$ cat config.mk
export PLATFORM = sky130hd
export DESIGN_NAME = cacheline_arbiter
export DESIGN_NICKNAME = d
export VERILOG_FILES = /design/src/rtl/cacheline_arb_pkg.sv /design/src/rtl/cacheline_arbiter.sv
export SDC_FILE = /design/constraint.sdc
export NUM_CORES = 1
export LEC_CHECK = 0
export BUFFER_PORTS_ARGS = -buffer_cell sky130_fd_sc_hd__buf_2
export CAP_MARGIN = 20
export CORE_AREA = 4 4 541 543
export DETAILED_ROUTE_END_ITERATION = 7
export DIE_AREA = 0 0 545 547
export SKIP_CTS_REPAIR_TIMING = 1
export SYNTH_ARGS = -nofsm -noshare
export SYNTH_HDL_FRONTEND = slang
export SYNTH_SLANG_ARGS = --single-unit
export TNS_END_PERCENT = 20
$ cat constraint.sdc
create_clock -name clk -period 2.3 [get_ports clk]
set_input_delay 0.115 -clock clk [delete_from_list [all_inputs] [get_ports clk]]
set_output_delay 0.115 -clock clk [all_outputs]
set_load 0.05 [all_outputs]
$ cat src/rtl/cacheline_arb_pkg.sv
// Shared types and widths for the cacheline arbiter.
//   arb_state_t : arbiter FSM states
//   arb_op_t    : latched memory operation
//   LINE_W      : cacheline width in bits
//   ADDR_W      : physical address width
package cacheline_arb_pkg;

    localparam int unsigned LINE_W = 256;
    localparam int unsigned ADDR_W = 32;

    typedef enum logic [1:0] {
        ARB_IDLE,
        ARB_SERVE_I,
        ARB_SERVE_D
    } arb_state_t;

    typedef enum logic {
        ARB_OP_READ,
        ARB_OP_WRITE
    } arb_op_t;

endpackage

$ cat src/rtl/cacheline_arbiter.sv
// Cacheline arbiter: shares one physical-memory line port between the
// instruction cache (read-only) and the data cache (read / write-back).
// One full-line transaction is in flight at a time; the winner's request is
// latched so memory sees stable signals, and the response is routed only to
// the granted requester.
//
// Ports:
//   clk, rst                     clock, synchronous active-high reset
//   i_pmem_read/address          icache line-fill request
//   i_pmem_resp/rdata            icache response pulse and fill data
//   d_pmem_read/write/address/wdata  dcache fill / write-back request
//   d_pmem_resp/rdata            dcache response pulse and fill data
//   mem_read/write/address/wdata memory request (from latched registers)
//   mem_resp/rdata               memory done pulse and read data
//
// Configuration:
//   CACHELINE_ARB_ROUND_ROBIN_EN  when defined, simultaneous requests are
//   granted to the requester not served last; otherwise dcache has fixed
//   priority.
module cacheline_arbiter #(
    parameter int unsigned LINE_W = cacheline_arb_pkg::LINE_W,
    parameter int unsigned ADDR_W = cacheline_arb_pkg::ADDR_W
) (
    input  logic              clk,
    input  logic              rst,

    input  logic              i_pmem_read,
    input  logic [ADDR_W-1:0] i_pmem_address,
    output logic              i_pmem_resp,
    output logic [LINE_W-1:0] i_pmem_rdata,

    input  logic              d_pmem_read,
    input  logic              d_pmem_write,
    input  logic [ADDR_W-1:0] d_pmem_address,
    input  logic [LINE_W-1:0] d_pmem_wdata,
    output logic              d_pmem_resp,
    output logic [LINE_W-1:0] d_pmem_rdata,

    output logic              mem_read,
    output logic              mem_write,
    output logic [ADDR_W-1:0] mem_address,
    output logic [LINE_W-1:0] mem_wdata,
    input  logic              mem_resp,
    input  logic [LINE_W-1:0] mem_rdata
);

    import cacheline_arb_pkg::*;

    arb_state_t        state_q, state_d;
    arb_op_t           op_q, op_d;
    logic [ADDR_W-1:0] addr_q, addr_d;
    logic [LINE_W-1:0] wdata_q, wdata_d;

    logic d_req;
    logic i_req;
    logic grant_d;

    assign d_req = d_pmem_read | d_pmem_write;
    assign i_req = i_pmem_read;

`ifdef CACHELINE_ARB_ROUND_ROBIN_EN
    // 0 = icache served last, 1 = dcache served last.
    logic last_served_q, last_served_d;

    assign grant_d = d_req & (~i_req | ~last_served_q);
`else
    assign grant_d = d_req;
`endif

    // Next-state and latch logic.
    always_comb begin
        state_d = state_q;
        op_d    = op_q;
        addr_d  = addr_q;
        wdata_d = wdata_q;
`ifdef CACHELINE_ARB_ROUND_ROBIN_EN
        last_served_d = last_served_q;
`endif
        unique case (state_q)
            ARB_IDLE: begin
                if (grant_d) begin
                    state_d = ARB_SERVE_D;
                    // Illegal read+write is treated as a write.
                    op_d    = d_pmem_write ? ARB_OP_WRITE : ARB_OP_READ;
                    addr_d  = d_pmem_address;
                    wdata_d = d_pmem_wdata;
`ifdef CACHELINE_ARB_ROUND_ROBIN_EN
                    last_served_d = 1'b1;
`endif
                end else if (i_req) begin
                    state_d = ARB_SERVE_I;
                    op_d    = ARB_OP_READ;
                    addr_d  = i_pmem_address;
`ifdef CACHELINE_ARB_ROUND_ROBIN_EN
                    last_served_d = 1'b0;
`endif
                end
            end
            ARB_SERVE_I, ARB_SERVE_D: begin
                // Always pass through idle so a stale request is not re-granted.
                if (mem_resp) begin
                    state_d = ARB_IDLE;
                end
            end
            default: state_d = ARB_IDLE;
        endcase
    end

    always_ff @(posedge clk) begin
        if (rst) begin
            state_q <= ARB_IDLE;
            op_q    <= ARB_OP_READ;
            addr_q  <= '0;
            wdata_q <= '0;
        end else begin
            state_q <= state_d;
            op_q    <= op_d;
            addr_q  <= addr_d;
            wdata_q <= wdata_d;
        end
    end

`ifdef CACHELINE_ARB_ROUND_ROBIN_EN
    always_ff @(posedge clk) begin
        if (rst) begin
            last_served_q <= 1'b0;
        end else begin
            last_served_q <= last_served_d;
        end
    end
`endif

    // Outputs.
    logic serving;

    assign serving = (state_q == ARB_SERVE_I) | (state_q == ARB_SERVE_D);

    always_comb begin
        mem_read    = serving & (op_q == ARB_OP_READ);
        mem_write   = serving & (op_q == ARB_OP_WRITE);
        mem_address = addr_q;
        mem_wdata   = wdata_q;
        i_pmem_resp = (state_q == ARB_SERVE_I) & mem_resp;
        d_pmem_resp = (state_q == ARB_SERVE_D) & mem_resp;
    end

    // Read data is unqualified; resp alone marks it valid.
    assign i_pmem_rdata = mem_rdata;
    assign d_pmem_rdata = mem_rdata;

endmodule

==> metrics.txt <==
Final ANT Viol Nets=0; CP Capture Type=primary output; Max Root-Sink Buffers=3; largest net degree at the start of global routing=94; Util after Layout=8.03%; initial core utilization=5.04%; register area share after synthesis=about two fifths; clock power share=36.6%; post-place setup slack=between 0.03 and 0.04 ns; CP Launch Type=flip-flop; crit path time final=about 2.1 ns; final period utilization=about nine tenths; top-count cell post-synth=nand2_1; fin area=23100 µm²; sw frac=40.5%; Layout Area Growth over Synthesis=59.4%; root buf cell=clkbuf_16; Comb pwr share=32.6%; TritonCTS clock tree=built; Final Power=between 15 and 20 mW; Yosys top cell by area=dfxtp_1; row cnt=197; top cell type's share of synthesized area=40.2%; dominant cells by area after synthesis=dfxtp_1 (40%), buf_4 (27%), nand2_1 (14%), a21oi_1 (8.9%), a311oi_2 (3.3%); Reg2Reg Setup Slack=0.27 ns; Async S/R FF share, synth=0%; sw power=about 7.8 mW; Die Ht=between 500 and 600 µm; drt initial violations=between 1000 and 1500; initial antenna violation count=150; RSZ-0062 raised after global routing=false; cells after synthesis=1831; vias in the first global route=~12000; routed vias=14700; io pins=1386; Reg clk slew, reported paths=about 0.05 ns; syn_nets=2416; CP max FO=4; Arr. time, crit path=1.96 ns; TritonRoute pass-1 iters=5; final worst setup slack=around 0.23 ns; dpl cell area=18300 µm²; crit-path cells=inv_1 > ha_2 > nor2b_1 > buf_2; Final Max Slew Viols=0; crit-path max cell delay=0.38 ns; DPL Wire Length=~180000 µm; Final Setup Violations=0; Worst slew margin=between 30% and 40%; layout cells sized above 1=33.3%; gr usage total=between 10% and 20%; CP max-delay cell=buf_2; worst slew pin tran=0.999 ns; status=complete, no violations; grt ovf=0; Post-Layout Cell Count=approximately 6000; Max Clk Rate=0.483 GHz; Cell Area, Synth=14500 µm²; setup TNS=0 ns; Max Cap Viol=0; # DRC=0; # H-tree levels=2; worst skew pair latency=0.65 ns; # port buffers=~620; Flop pwr share=30.8%; Net count, final=between 2000 and 3000; pwr dens=830 nW/µm²; Yosys warnings=0; vias per cell=around 2.4; first-pass GRT wire length=223000 µm; synth cell count leaders=nand2_1 (545), buf_4 (529), dfxtp_1 (291); CTS buffer count=41; clk sinks=291; crit path kind=flip-flop to primary output; DIE AREA=298000 µm²; Placed Instances=5641; EDFF count, synth=0; Synth Flop Type=dfxtp_1; Internal Pwr Total=11.4 mW; Die W=approximately 550 µm; per-cell routed wire length=around 33 µm; DRT Wirelength=198000 µm; maximum VDD drop=about 0.51 mV; Unique masters post-synth=21; Syn Area/Cell=roughly 7.9 µm²; routability cong.=0.841; Core Box Area=between 200000 and 300000 µm²; Hold Slack=a little under 0.07 ns; CP Data Required Time=2.18 ns; flops & latches, synth=approximately 290; Leakage Power=8.88 nW; Clock Skew=0.0320 ns; Hold Fails Final Rpt=0; worst hold path class=input pin to flip-flop
cells by family (layout without fill, tap and decap cells):
logic type      count (synthesis)  in the layout  synth area share, %
simple gates                  587            587                 15.4
compound gates                329            329                 13.7
flops                         291            291                 40.2
fa+ha+maj                       3              3                0.259
buf+inv                       621           1044                 30.5
other cells                     0             26                    0
worst max-delay path: cells and delay by family (launching register included):
| kind | cells | cell delay (ns) |
|---|---|---|
| fa+ha+maj | 1 | 0.34 |
| flops | 1 | 0.36 |
| buf+inv | 2 | 0.46 |
| simple gates | 1 | 0.15 |
sequential cells by signal, summed over array words and instances (netlist names):
| register | cells |
|---|---|
| mem_address | 32 |
| mem_wdata | 256 |
| op_q | 1 |
| state_q | 2 |
routing by layer:
layer	wire length (µm)	vias up	part of all wire, %	GRT usage, %
li1	-	6143	-	-
met1	51900	6327	26	9.50
met2	78800	1627	40	17.9
met3	56100	556	28	16.4
met4	10500	18	5.3	5.47
met5	322	-	0.16	0.561
area by class of cell:
class                      instances  area [µm²]
antenna                           26        65.1
clock buffer                      53        1150
clock inverter                    17         288
fill                           33600      265000
inverter                           2        7.51
multi-input combinational        919        4260
sequential                       291        5830
tap                             3781        4730
timing repair buffer             972        6760
cell usage in the layout, fill, tap and decap left out, types with 2 or more instances in the layout:
| cell type | count |
|---|---|
| diode_2 | 26 |
| ha_1 | 2 |
| clkinv_4 | 3 |
| clkinv_2 | 3 |
| buf_12 | 15 |
| dlygate4sd3_1 | 324 |
| a311oi_2 | 32 |
| buf_4 | 16 |
| inv_1 | 2 |
| a21oi_1 | 259 |
| nand2_1 | 545 |
| dfxtp_1 | 291 |
| buf_2 | 616 |
| clkbuf_8 | 6 |
| nor2b_1 | 3 |
| inv_6 | 2 |
| clkbuf_1 | 5 |
| and2_1 | 3 |
| o21ai_0 | 34 |
| nor2_1 | 33 |
| bufinv_16 | 6 |
| clkbuf_16 | 42 |
path summary, 6_finish.rpt:
kind                   from        endpoint  cells after the start
max reg2reg      state_q[0]   mem_wdata[85]                      7
min            d_pmem_write            op_q                      3
max              state_q[0]        mem_read                      4
min reg2reg  mem_wdata[107]  mem_wdata[107]                      2
power groups by stage:
stage / combinational, mW / clock, mW / sequential [mW]
final: 6.24 / 7.02 / 5.91
after global routing: 6.66 / 7.44 / 5.97
after CTS: 5.71 / 7.32 / 5.90
after detailed placement: 5.70 / 0 / 6.00
after global placement: 5.69 / 0 / 5.98
after floorplan: 3.90 / 0 / 7.86
Note: power is estimated with default switching activity, not from simulation.
